### src/rtl/merge_feeder.sv
// merge_feeder
//   Front end of the hardware merge sorter. Each cycle it compares the
//   record-0 keys of the head batches of inputs A and B, pops the smaller
//   one (ties go to A) and registers that batch onto dot with doten. When
//   one run ends, the other input's remainder is drained. Optionally, a
//   max-key flush batch is then emitted to push held records out of the
//   merge network.
//
//   Build option: define FEEDER_FLUSH_EN to build the FLUSH state. Each
//   run then ends with an all-ones-key batch that carries run_done.
//   Without it, run_done rides on the last drained batch.
//
// Parameters
//   E_LOG  log2 of records per batch (1..5)
//   DATW   record width in bits
//   KEYW   key width; key = record[KEYW-1:0]
//
// Ports
//   CLK, RST         clock, synchronous active-high reset
//   a_din/b_din      head batch of input A/B
//   a_emp/b_emp      input FIFO empty
//   a_last/b_last    head batch is the last of its run
//   a_deq/b_deq      combinational pop strobes (never both high; 0 in reset)
//   stall            downstream hold: no pop, no output
//   dot, doten       registered selected batch and its valid
//   run_done         registered pulse on the final batch of a merged run
//   run_cnt          completed-run counter (wraps)
module merge_feeder #(
    parameter int E_LOG = 2,
    parameter int DATW  = 64,
    parameter int KEYW  = 32
) (
    input  logic                     CLK,
    input  logic                     RST,
    input  logic [(DATW<<E_LOG)-1:0] a_din,
    input  logic                     a_emp,
    input  logic                     a_last,
    output logic                     a_deq,
    input  logic [(DATW<<E_LOG)-1:0] b_din,
    input  logic                     b_emp,
    input  logic                     b_last,
    output logic                     b_deq,
    input  logic                     stall,
    output logic [(DATW<<E_LOG)-1:0] dot,
    output logic                     doten,
    output logic                     run_done,
    output logic [15:0]              run_cnt
);

    localparam int BW = DATW << E_LOG;

`ifdef FEEDER_FLUSH_EN
    // One record with an all-ones key and zero payload; works for KEYW == DATW too.
    localparam logic [DATW-1:0] FLUSH_REC   = (DATW'(1) << KEYW) - DATW'(1);
    localparam logic [BW-1:0]   FLUSH_BATCH = {(1 << E_LOG){FLUSH_REC}};
`endif

    typedef enum logic [1:0] {
        MERGE,
        DRAIN_A,
        DRAIN_B
`ifdef FEEDER_FLUSH_EN
        , FLUSH
`endif
    } state_t;

    state_t state, state_next;

    logic          a_wins;
    logic          pop_a, pop_b;
    logic          fire;
    logic          run_end;
    logic [BW-1:0] dot_next;

    assign a_wins = (a_din[KEYW-1:0] <= b_din[KEYW-1:0]);

    always_comb begin
        state_next = state;
        pop_a      = 1'b0;
        pop_b      = 1'b0;
        fire       = 1'b0;
        run_end    = 1'b0;
        dot_next   = b_din;
        case (state)
            MERGE: begin
                if (!a_emp && !b_emp && !stall) begin
                    fire = 1'b1;
                    if (a_wins) begin
                        pop_a    = 1'b1;
                        dot_next = a_din;
                        if (a_last) state_next = DRAIN_B;
                    end else begin
                        pop_b = 1'b1;
                        if (b_last) state_next = DRAIN_A;
                    end
                end
            end
            DRAIN_A: begin
                if (!a_emp && !stall) begin
                    fire     = 1'b1;
                    pop_a    = 1'b1;
                    dot_next = a_din;
                    if (a_last) begin
`ifdef FEEDER_FLUSH_EN
                        state_next = FLUSH;
`else
                        state_next = MERGE;
                        run_end    = 1'b1;
`endif
                    end
                end
            end
            DRAIN_B: begin
                if (!b_emp && !stall) begin
                    fire  = 1'b1;
                    pop_b = 1'b1;
                    if (b_last) begin
`ifdef FEEDER_FLUSH_EN
                        state_next = FLUSH;
`else
                        state_next = MERGE;
                        run_end    = 1'b1;
`endif
                    end
                end
            end
`ifdef FEEDER_FLUSH_EN
            FLUSH: begin
                if (!stall) begin
                    fire       = 1'b1;
                    run_end    = 1'b1;
                    dot_next   = FLUSH_BATCH;
                    state_next = MERGE;
                end
            end
`endif
            default: state_next = MERGE;
        endcase
    end

    assign a_deq = pop_a & ~RST;
    assign b_deq = pop_b & ~RST;

    always_ff @(posedge CLK) begin
        if (RST) begin
            state    <= MERGE;
            dot      <= '0;
            doten    <= 1'b0;
            run_done <= 1'b0;
            run_cnt  <= '0;
        end else begin
            state    <= state_next;
            doten    <= fire;
            run_done <= run_end;
            if (fire)    dot     <= dot_next;
            if (run_end) run_cnt <= run_cnt + 16'd1;
        end
    end

endmodule

### config.mk
export PLATFORM = sky130hd
export DESIGN_NAME = merge_feeder
export DESIGN_NICKNAME = d
export VERILOG_FILES = /design/src/rtl/merge_feeder.sv
export SDC_FILE = /design/constraint.sdc
export NUM_CORES = 1
export LEC_CHECK = 0
export ABC_CLOCK_PERIOD_IN_PS = 3800
export CORE_AREA = 2 2 305 307
export CTS_CLUSTER_DIAMETER = 30
export CTS_CLUSTER_SIZE = 25
export DETAILED_ROUTE_END_ITERATION = 10
export DIE_AREA = 0 0 307 309
export PLACE_DENSITY = 0.45
export SLEW_MARGIN = 30
export SYNTH_ARGS = -nofsm -noshare
export SYNTH_HDL_FRONTEND = slang
export SYNTH_SLANG_ARGS = --single-unit
### constraint.sdc
create_clock -name CLK -period 3.8 [get_ports CLK]
set_input_delay 0.76 -clock CLK [delete_from_list [all_inputs] [get_ports CLK]]
set_output_delay 0.76 -clock CLK [all_outputs]
set_load 0.02 [all_outputs]
==> metrics.txt <==
FP Rows=111; vias in the first global route=19521; # port buffers=794; list of most frequent post-synthesis cells=nor2_1, dfxtp_1, nor3_1; TNS Setup=-145 ps; setup violators final=2; FF/Latch Area=0.00553 mm²; final period utilization=1.03; core area=0.0914 mm²; area fraction in compound gates after synthesis=0.340; critical path arrival=3150 ps; max-slew violations=0; Peak VDD IR=671 µV; first-pass GRT wire length=129000 µm; TritonCTS clock tree=built; largest net degree at the start of global routing=136; failing checks=negative setup slack; Critical Path RT=3040 ps; post-synth cell types=41; total CTS buffers=101; Critical path buffers and inverters=7; Post-synth ARST share=0; area delta synth->final=90.6%; die height=309 µm; Placer Congestion=0.852; final worst slack=-115 ps; Hold Crit Class=in2reg; Synth Area in Simple Gates=0.176; initial DRC count=1776; slowest stage cell, crit path=a2111oi_4; antenna violations before repair=17; critical path class=in2out; largest family of logic cells by synthesized area=compound AO/OA/AOI/OAI gates; Post-Route Skew=23.2 ps; hold endpoint=dot[16]; DRC=0; worst flop-to-flop path startpoint=state[1]; clk sinks=276; Synth area leaders=dfxtp_1, a221o_1, a221oi_1; maxcap violations=0; critical path's largest stage delay=380 ps; r2r setup slk=780 ps; Clock Pin Slew Worst Setup and Hold Paths=40 ps; worst skew pair latency=640 ps; Root Driver=clkbuf_16; routed len/inst=23.2 µm; Slew @ Worst Pin=930 ps; vias=19309; ANT nets after route=0; final wirelength=89000 µm; Hold Crit Depth=2; Worst setup EP type=output pin; Multi-input gate area=0.00885 mm²; Final Instance Count excl. Fillers=3831; crit path cell chain=buf_8 > inv_4 > ha_4 > nand4_1 > buf_4 > buf_6 > nor2_4 > a221oi_4 > a22oi_2 > buf_6 > o21ai_4 > a2111oi_4 > buf_4 > buf_12; routed vias/inst=5.04; hpwl dp=62400 µm; RSZ-0062 raised after global routing=true; Worst R2R Path Depth=9; Most used DFF post-synth=dfxtp_1; Mean Syn Cell Area=8.75 µm²; CP delay by family, top=buffers and inverters; cell type with the largest total area after synthesis=dfxtp_1; post-synthesis adder-cell area fraction=0.0308; Synth Register Bits=276; status=finished with violations; Post-Syn Nets=2273; post-place setup slack=-1880 ps; most common cell in the netlist=nor2_1; Post-synth EDFFs=0; initial core utilization=0.164; Final Hold Viols=0; Tmin final=3910 ps; Synth top area share=0.368; die area=0.0949 mm²; CTS max path bufs=3; P_leak=10.6 nW; Max transition margin=0.380; H-tree depth=3; r2r endpoint=dot[254]; layout cells sized above 1=0.151; drt pass-1 iters=8; total gr overflow=0; pwr/cell area=694 mW/mm²; Ports=795; fin nets=3115; Placed Cells=3638; synth warn=0; mux cell area share after synthesis=0.000666; final core utilization=0.313; Setup crit start kind=input pin; crit-path max FO=3; fmax=255 MHz; XOR/XNOR share of the synthesized area=0.00874; Min-Delay Startpoint=b_din[16]; sequential element share of the synthesized area=0.368; die width=307 µm; Mapped Area=0.0150 mm²; gate count after technology mapping=1717; overall routing resource usage=0.177; FILL cells=9410
## power breakdown
| group | switching [mW] | internal [mW] | total (mW) |
|---|---|---|---|
| clock network | 2.26 | 5.58 | 7.85 |
| registers | 0.484 | 3.74 | 4.22 |
| logic | 4.27 | 3.53 | 7.80 |
| total | 7.02 | 12.8 | 19.9 |
## stage by stage
step | power, mW | cell area [µm²] | hold WS [ps]
after floorplan | 8.28 | 15000 | 482
after global placement | 11.8 | 24900 | 500
after detailed placement | 12.0 | 24900 | 511
after CTS | 20.0 | 28600 | 389
after global routing | 20.8 | 28600 | 358
final | 19.9 | 28600 | 396
## logic make-up after synthesis
family / count (synthesis)
AO/OA/AOI/OAI: 556
AND/OR/NAND/NOR: 592
XOR/XNOR: 15
buffers and inverters: 240
multiplexers: 1
adder cells (fa/ha/maj): 37
flip-flops: 276
## routing by layer
metal,vias up,wire [µm],GRT usage
met5,-,71,0
met4,10,3220,0.0774
met3,176,7100,0.0515
met2,985,42900,0.297
met1,9448,35700,0.209
li1,8690,-,-
## layout by cell type, fill, tap and decap left out, types with 13 or more instances in the layout
master           count
nor3_1             259
inv_2               13
xor2_1              13
dlygate4sd2_1       24
clkbuf_2            21
a221o_1            257
clkdlybuf4s50_1    727
buf_4              115
buf_12              27
inv_1               22
dfxtp_1            276
a221oi_1           256
clkbuf_16          104
clkinv_2            15
ha_4                23
ha_1                14
nor2_1             282
clkbuf_1            22
nand2_1             16
clkbuf_8            36
## timing repair
item,4_1_cts,5_1_grt
endpoints found under the hold margin,0,0
endpoints found under the setup margin,258,2
hold buffers,0,0
pin swaps,39,21
buffers inserted,4,3
resized for setup,179,61
## final cells by class
class                   count  share of cell area
multi-input cells        1201               0.309
inverters                  39             0.00546
clock inverters            17             0.00437
clock buffers             162               0.111
well taps                1186              0.0518
diodes                     10            0.000874
flip-flops and latches    276               0.193
repair buffers            940               0.324
## sequential cells by signal, summed over array words and instances, names as in the netlist
register	flops
dot	256
run_cnt	16
run_done	1
state	2
doten	1
## how the worst max path moves through the flow
stage,startpoint,to,slack [ps],cells past startpoint
after floorplan,b_din[30],b_deq,60,8
after global placement,b_din[27],b_deq,-1930,15
after detailed placement,b_din[27],b_deq,-1880,15
after CTS,a_din[26],b_deq,-230,13
after global routing,a_din[28],b_deq,-250,11
final,b_din[27],b_deq,-110,14
No activity file was read; power rests on OpenSTA's default activity.
